### config.mk
export PLATFORM = sky130hd
export DESIGN_NAME = coherence_bus_ctrl
export DESIGN_NICKNAME = d
export VERILOG_FILES = /design/src/rtl/coherence_bus_ctrl.sv
export SDC_FILE = /design/constraint.sdc
export NUM_CORES = 1
export LEC_CHECK = 0
export BUFFER_PORTS_ARGS = -buffer_cell sky130_fd_sc_hd__buf_2
export CORE_AREA = 8 8 140 142
export DETAILED_ROUTE_END_ITERATION = 16
export DIE_AREA = 0 0 148 150
export GPL_TIMING_DRIVEN = 0
export MAX_ROUTING_LAYER = met4
export PLACE_DENSITY_LB_ADDON = 0.25
export SETUP_SLACK_MARGIN = 0.2
export SKIP_LAST_GASP = 1
export SLEW_MARGIN = 20
export SYNTH_ARGS = -nofsm -noshare
export SYNTH_HDL_FRONTEND = slang
export SYNTH_SLANG_ARGS = --single-unit
### constraint.sdc
create_clock -name CLK -period 2 [get_ports CLK]
set_input_delay 0.2 -clock CLK [delete_from_list [all_inputs] [get_ports CLK]]
set_output_delay 0.2 -clock CLK [all_outputs]
set_load 0.05 [all_outputs]
### src/rtl/coherence_bus_ctrl.sv
// rtl/coherence_bus_ctrl.sv - two-CPU snooping bus controller arbitrating one RAM port
// Round-robin grant, snoop window for the other cache, then fill or plain write-back.
module coherence_bus_ctrl #(
    parameter int         SNOOP_CYCLES = 2,
    parameter logic [1:0] ACCESS_CODE  = 2'b10
) (
    input  logic        CLK,
    input  logic        nRST,
    input  logic [1:0]  dREN,
    input  logic [1:0]  dWEN,
    input  logic [63:0] daddr,
    input  logic [63:0] dstore,
    input  logic [1:0]  cctrans,
    input  logic [1:0]  ccwrite,
    output logic [1:0]  dwait,
    output logic [63:0] dload,
    output logic [1:0]  ccwait,
    output logic [1:0]  ccinv,
    output logic [63:0] ccsnoopaddr,
    output logic        ramREN,
    output logic        ramWEN,
    output logic [31:0] ramaddr,
    output logic [31:0] ramstore,
    input  logic [31:0] ramload,
    input  logic [1:0]  ramstate
);

    localparam logic [2:0] IDLE     = 3'd0;
    localparam logic [2:0] ARB      = 3'd1;
    localparam logic [2:0] SNOOP    = 3'd2;
    localparam logic [2:0] SNOOP_WB = 3'd3;
    localparam logic [2:0] FILL     = 3'd4;
    localparam logic [2:0] WB       = 3'd5;

    localparam int CW = (SNOOP_CYCLES > 1) ? $clog2(SNOOP_CYCLES + 1) : 1;
    localparam logic [CW-1:0] SNOOP_LAST = CW'(SNOOP_CYCLES - 1);

    logic [2:0]    state;
    logic [2:0]    next;
    logic          g;
    logic          s;
    logic          last;
    logic          gsel;
    logic          seen;
    logic          access;
    logic [CW-1:0] cnt;
    logic [1:0]    req;
    logic [31:0]   addr_g;
    logic [31:0]   addr_s;
    logic [31:0]   store_g;
    logic [31:0]   store_s;
    logic          ending;

    assign s       = ~g;
    assign req     = dREN | dWEN;
    assign access  = (ramstate == ACCESS_CODE);
    assign addr_g  = g ? daddr[63:32]  : daddr[31:0];
    assign addr_s  = g ? daddr[31:0]   : daddr[63:32];
    assign store_g = g ? dstore[63:32] : dstore[31:0];
    assign store_s = g ? dstore[31:0]  : dstore[63:32];
    assign ending  = ((state == FILL) || (state == WB)) && (next == IDLE);

    // Tie goes to the CPU that was not granted last.
    always_comb begin
        gsel = 1'b0;
        if (req == 2'b11)
            gsel = ~last;
        else
            gsel = req[1];
    end

    always_comb begin
        next = state;
        case (state)
            IDLE: begin
                if (|req)
                    next = ARB;
            end
            ARB: begin
                if (!(|req))
                    next = IDLE;
                else if (cctrans[gsel] && !(dREN[gsel] && dWEN[gsel]))
                    next = SNOOP;
                else
                    next = WB;
            end
            SNOOP: begin
                if (cnt == SNOOP_LAST)
                    next = (seen || dWEN[s]) ? SNOOP_WB : FILL;
            end
            SNOOP_WB: begin
                if (!dWEN[s])
                    next = FILL;
            end
            FILL: begin
                if (!dREN[g] && !cctrans[g])
                    next = IDLE;
            end
            WB: begin
                if (!dWEN[g])
                    next = IDLE;
            end
            default: next = IDLE;
        endcase
    end

    always_ff @(posedge CLK or negedge nRST) begin
        if (!nRST) begin
            state       <= IDLE;
            g           <= 1'b0;
            last        <= 1'b1;
            cnt         <= '0;
            seen        <= 1'b0;
            ccwait      <= 2'b00;
            ccinv       <= 2'b00;
            ccsnoopaddr <= 64'd0;
        end else begin
            state <= next;
            if ((state == ARB) && (|req)) begin
                g    <= gsel;
                cnt  <= '0;
                seen <= 1'b0;
                if (next == SNOOP) begin
                    ccwait      <= gsel ? 2'b01 : 2'b10;
                    ccinv       <= ccwrite[gsel] ? (gsel ? 2'b01 : 2'b10) : 2'b00;
                    ccsnoopaddr <= gsel ? {32'd0, daddr[63:32]} : {daddr[31:0], 32'd0};
                end
            end
            if (state == SNOOP) begin
                cnt <= cnt + 1'b1;
                if (dWEN[s])
                    seen <= 1'b1;
            end
            if (ending) begin
                last        <= g;
                ccwait      <= 2'b00;
                ccinv       <= 2'b00;
                ccsnoopaddr <= 64'd0;
            end
        end
    end

    // RAM strobes are dropped as soon as the owning request falls so the closing cycle is idle.
    always_comb begin
        dwait    = 2'b11;
        dload    = 64'd0;
        ramREN   = 1'b0;
        ramWEN   = 1'b0;
        ramaddr  = 32'd0;
        ramstore = 32'd0;
        case (state)
            SNOOP_WB: begin
                if (dWEN[s]) begin
                    ramWEN   = 1'b1;
                    ramaddr  = addr_s;
                    ramstore = store_s;
                    if (access)
                        dwait = s ? 2'b01 : 2'b10;
                end
            end
            FILL: begin
                if (dREN[g] || cctrans[g]) begin
                    ramREN  = 1'b1;
                    ramaddr = addr_g;
                    dload   = g ? {ramload, 32'd0} : {32'd0, ramload};
                    if (access)
                        dwait = g ? 2'b01 : 2'b10;
                end
            end
            WB: begin
                if (dWEN[g]) begin
                    ramWEN   = 1'b1;
                    ramaddr  = addr_g;
                    ramstore = store_g;
                    if (access)
                        dwait = g ? 2'b01 : 2'b10;
                end
            end
            default: ;
        endcase
    end

endmodule

# Yosys cells after proc, flatten, opt, wreduce, memory -nomap -nowiden
# Cells that the tools add are included.
[totals] word_cells=112 output_inout_bits=200 latchBits=0 romBits=0 register_bits=76 inputBits=172 ramBits=0 n_memories=0
[op_classes] muxes=70 bitwise_logic=3 n_shift=0 div_mod_pow=0 eq_ne=9 add_sub_neg=1 n_reduce_logical=18 n_lt_le_gt_ge=3 multipliers=0
[ops] operator="two-way mux 64 bit" count=7
[ops] operator="two-way mux 32 bit" count=9
[ops] operator="one-hot mux 32 bit (3 select lines)" count=1
[ops] operator="one-hot mux 32 bit (2 select lines)" count=1
[ops] operator="two-way mux 2 bit" count=17
[ops] operator="two-way mux 1 bit" count=24
[ops] operator="two-way mux 3 bit" count=8
[ops] operator="one-hot mux 3 bit (6 select lines)" count=1
[ops] operator="equality test 3 x 2 -> 1 bit (second input constant)" count=3
[ops] operator="equality test 3 bit (second input constant)" count=2
[ops] operator="logical NOT 3 bit" count=2
[ops] operator="< comparator 1 x 2 -> 1 bit (second input constant)" count=3
[ops] operator="one-hot mux 2 bit (3 select lines)" count=1
[ops] operator="nonzero test 2 bit" count=3
[ops] operator="logical AND 1 bit" count=5
[ops] operator="equality test 2 bit (second input constant)" count=2
[ops] operator="equality test 3 x 1 -> 1 bit (second input constant)" count=1
[ops] operator="logical NOT 1 bit" count=3
[ops] operator="logical OR 1 bit" count=3
[ops] operator="adder 2 x 1 -> 2 bit (second input constant)" count=1
[ops] operator="equality test 2 x 1 -> 1 bit (second input constant)" count=1
[ops] operator="inverter 1 bit" count=2
[ops] operator="OR 2 bit" count=1
[ops] operator="one-hot mux 1 bit (2 select lines)" count=1
[ops] operator="2 further kinds" count=2

# Logic depth before layout (Yosys ltp)
[logic_depth] ltp_word=15 mapped_depth=8 mapped_depth_nobuf=5

# Worst setup path after synthesis
# OpenSTA, ideal clock, no wires.
[synth_path] path_type="flip-flop to output port" start="reg state[1]" end="out ramaddr[13]" n_path_buf=3 required_time_ns=1.800 t_arrival_ns=2.387 path_stages_with_launch=8 setup_slack_ns=-0.587 path_cell_list="dfrtp_1 -> buf_2 -> or3b_1 -> o32ai_2 -> buf_2 -> buf_2 -> a221oi_1 -> nor2_1"
[synth_between] elab_chain_cells=2 word_cells_on_any_way=4 cone_classes="eq/ne (3); mux (1)"
[synth_rtl] item="from (decl)" line_no="38" source="logic [2:0] state;"
[synth_rtl] item="from (signal assigned)" line_no="118" source="state <= next;"
[synth_rtl] item="equality test 3 bit / equality test 3 x 2 -> 1 bit (equally long branches)" line_no="151" source="case (state)"
[synth_rtl] item="one-hot mux 32 bit (3 select lines) (*)" line_no="151"
[synth_rtl] item="to (decl)" line_no="22" source="output logic [31:0] ramaddr,"
# Every way passes the cells marked *; elsewhere a longest branch is shown, timed or not.

# Final worst setup path
[layout_path] start="reg state[1]" end="out dload[1]"
[layout_between] elab_chain_cells=2
[layout_rtl] item="equality test 3 bit" line_no="151"
[layout_rtl] item="two-way mux 64 bit" line_no="151"
[layout_rtl] item="to (decl)" line_no="16" source="output logic [63:0] dload,"
# Every way passes these cells.

==> flow_summary_export.csv <==
group,metric,value,unit
worst_setup_path,crit_family,"simple AND/OR/NAND/NOR gates",
power,power.leakage,5.339,nW
power,power_switching_share,54.23,%
placement,numPortBuffers,371,
global_routing,grt_pass1_wl,44.08,mm
timing,skew,0.008426,ns
power,power_density,1920,mW/mm²
clock_tree,cts-root-buf,"clkbuf_16",
route,viasPerCell,5.798,
yosys,syn_nets,716,
yosys,synth_top_cell_area_share,36.81,%
yosys,yosys.area.top_type,"dfrtp_1",
clock_tree,clock-sinks,76,
global_routing,grt_max_degree,52,
yosys,synth_area_leaders,"dfrtp_1 (37%), a221oi_1 (22%), a32o_1 (13%), and2_1 (8.2%), nor2_1 (5.4%)",
outcome,status,"finished, violations left",
route,postRouteAntennaNets,0,
global_routing,overflow,0,
timing,rsz0062_at_grt,"yes",
yosys,yosysWarnings,0,
die,num_rows,49,
worst_setup_path,rr_endpoint,"ccsnoopaddr[41]",
worst_setup_path,reg2reg_slack,-0.31,ns
clock_tree,cts-htree-levels,3,
die,die_h,150,µm
timing,slew-limit-headroom,26.14,%
finish,drive_gt1_share,78.05,%
timing,hold_viol_final,0,
route,drt-met1-wl,12.37,mm
worst_setup_path,rr_worst_depth,10,
route,route.detailed.drc,0,
job,max_cap_viol_count,0,
worst_hold_path,whs_endpoint,"ccinv[1]",
placement,dp.cells,1144,
die,core_area,0.01753,mm²
timing,final.setup.worst_slack,-0.6572,ns
die,fp.dieW,148,µm
route,initialDrtViolationCount,288,
timing,timing.final.crit_share,132.9,%
timing,min_period,2.657,ns
clock_tree,clock_path_buffers,2,
yosys,synth_area,0.005099,mm²
yosys,ys_types,36,
worst_setup_path,cp_cell_sequence,"buf_6 -> or3b_4 -> buf_4 -> or2_4 -> nor2_4 -> buf_6 -> buf_6 -> buf_6 -> and2_4 -> buf_8",
timing,tns,-79.54,ns
yosys,ys_seq_area_share,37.33,%
worst_hold_path,min_path_type,"in -> reg",
worst_setup_path,crit_buf_inv,6,
power,p_int,10.82,mW
power,ir_worst_vdd,1.502,mV
outcome,violations,"setup timing",
worst_setup_path,crit_start,"state[1]",
worst_setup_path,crit_arrival,2.46,ns
worst_setup_path,end_kind,"output port",
timing,worst_pin_slew,1.108,ns
finish,fin_nets,1144,
clock_tree,clk-insertion-delay-late,0.34,ns
worst_setup_path,cp_common_cell,"buf_6",
finish,syn_to_final_growth,141.4,%
finish,final_util,70.19,%
timing,slew_viol_final,0,
clock_tree,cts_tree,"yes",
route,met3_length,2.105,mm
die,die_area,0.02220,mm²
power,power_frac_seq,10.5,%
worst_setup_path,slowest_stage,"or3b_4",
placement,hpwl,21.77,mm
finish,seq_area,0.001904,mm²
finish,nFillCells,1218,
die,pin_count,372,
worst_setup_path,reg2reg_from,"g",
die,start_util,29.08,%
route,wl_per_cell,25.63,µm
worst_setup_path,required,1.80,ns
route,drt-total-wl,30.86,mm
timing,worst_hold_slack,0.08055,ns
worst_setup_path,critical_path_class,"reg -> out",
timing,setup_viol,202,
power,net-switching-power,12.82,mW
worst_setup_path,start_kind,"flop",
route,routed.top_layer,"met4",
yosys,syn_avg_cell_area,9.390,µm²
worst_hold_path,whs_path_depth,2,
power,power_frac_clock,7.2,%
yosys,ys_ff_latch,76,
global_routing,gr-usage-all-layers,26.17,%
worst_setup_path,max_stage_delay,0.39,ns
route,vias,6981,
finish,multi_input_area,0.005349,mm²
timing,fmax,376.3,MHz
worst_setup_path,path_max_fanout,6,
worst_hold_path,worstHoldStart,"ccwrite[0]",
finish,diodes,0,
yosys,syn_inst,543,
finish,fin_cells,1204,
route,dr.pass1.iters,5,
power,pwr-share-comb,82.4,%
clock_tree,clk_transition_reported_paths,0.06,ns
clock_tree,cts_buffers,9,
placement,gp_congestion,0.8130,
global_routing,antenna_found_initial,0,
route,route.met2.wl,15.77,mm
global_routing,grt_pass1_vias,7368,
-- how the worst max path moves through the flow --
| stage | end | slack, ns | depth (start not counted) |
|---|---|---|---|
| after floorplan | ramaddr[10] | -0.05 | 7 |
| after global placement | ramaddr[23] | -0.65 | 6 |
| after detailed placement | ramaddr[23] | -0.65 | 6 |
| after CTS | ramaddr[10] | -0.70 | 10 |
| after global routing | dload[1] | -0.73 | 10 |
| final | dload[1] | -0.66 | 10 |
-- cell usage in the layout (no fill, tap or decap), drive strengths merged, types with 4 or more instances in the layout --
cell type / synthesis / routed
a221oi: 129 / 129
a21oi: 4 / 4
dfrtp: 75 / 75
nor2: 74 / 74
o21ai: 12 / 12
nand2b: 4 / 4
and2: 67 / 67
inv: 5 / 5
buf: 18 / 431
and3: 4 / 4
clkbuf: 55 / 72
a32o: 66 / 66
-- cells in the mapped netlist --
cell type and count:
a221oi_1 128, dfrtp_1 75, nor2_1 74, and2_1 67, a32o_1 66, clkbuf_1 55
buf_2 14, o21ai_1 7, inv_1 5, o21ai_0 5, a21oi_1 4, and3_1 4
nand2b_1 4, mux2i_1 3, nor3_1 3, or2_1 3, a221o_1 2, a31o_1 2
buf_1 2, buf_6 2, nor2b_1 2, o2bb2ai_1 2, a221oi_2 1, a22o_1 1
dfstp_2 1, ha_1 1, mux2_2 1, nand2_1 1, nand3b_1 1, nor3b_1 1
nor4_2 1, nor4b_1 1, o32ai_1 1, o32ai_2 1, or3b_1 1, xor2_1 1
-- power groups by stage --
stage | logic, mW | registers (mW) | clock network (mW)
finish | 19.5 | 2.48 | 1.69
global route | 20.2 | 2.54 | 1.78
CTS | 18.5 | 2.46 | 1.72
detailed placement | 15.5 | 2.48 | 0
global placement | 15.5 | 2.46 | 0
floorplan | 10.5 | 4.27 | 0
-- routing by layer --
layer	track usage (%)	up-vias
met4	6.731	0
met3	5.776	40
met5	-	-
met1	31.52	3540
met2	43.61	299
li1	-	3102
-- cell families after synthesis --
group           Yosys count  share of synthesized area, %
buf+inv                  78                         6.381
flops                    76                         37.33
fa+ha+maj                 1                        0.2454
xor+xnor                  1                        0.1718
compound gates          220                         38.55
mux                       4                        0.8098
simple gates            163                         16.52
-- stage by stage --
| step | total power, mW | worst slack, ns | instance area, µm² |
|---|---|---|---|
| 2_1_floorplan | 14.74 | -0.05428 | 7416 |
| 3_3_place_gp | 17.94 | -0.6514 | 9559 |
| 3_5_place_dp | 18.03 | -0.6483 | 9590 |
| 4_1_cts | 22.67 | -0.7042 | 11690 |
| 5_1_grt | 24.54 | -0.7307 | 12310 |
| 6_report | 23.63 | -0.6572 | 12310 |
-- layout make-up --
cell class | instances | area share (%)
repair buffers | 417 | 28.75
clock inverters | 1 | 0.2440
flip-flops and latches | 76 | 15.47
plain buffers | 73 | 7.370
well taps | 229 | 2.328
inverters | 5 | 0.1525
multi-input cells | 389 | 43.46
clock buffers | 14 | 2.226
-- worst register-to-register path, cell delays in order (launching register included) --
cell	delay, ns
dfrtp_1	0.37
buf_6	0.15
nor3_2	0.30
o32ai_4	0.17
buf_6	0.16
buf_4	0.12
or2_1	0.21
buf_4	0.17
buf_6	0.15
buf_6	0.14
a32o_1	0.26
-- repair_timing --
| action | 4_1_cts | 5_1_grt |
|---|---|---|
| cloned | 5 | 10 |
| buffers inserted | 24 | 5 |
| hold buffers | 1 | 0 |
| setup endpoints to repair | 204 | 204 |
| endpoints found under the hold margin | 24 | 0 |
| gates resized for setup | 363 | 94 |
| pin swaps | 30 | 13 |
-- sequential cells by signal, indices dropped and copies added, names as in the netlist --
signal       count
ccinv            2
ccsnoopaddr     64
ccwait           2
cnt              2
g                1
last             1
seen             1
state            3
Note: power is estimated with default switching activity, not from simulation.
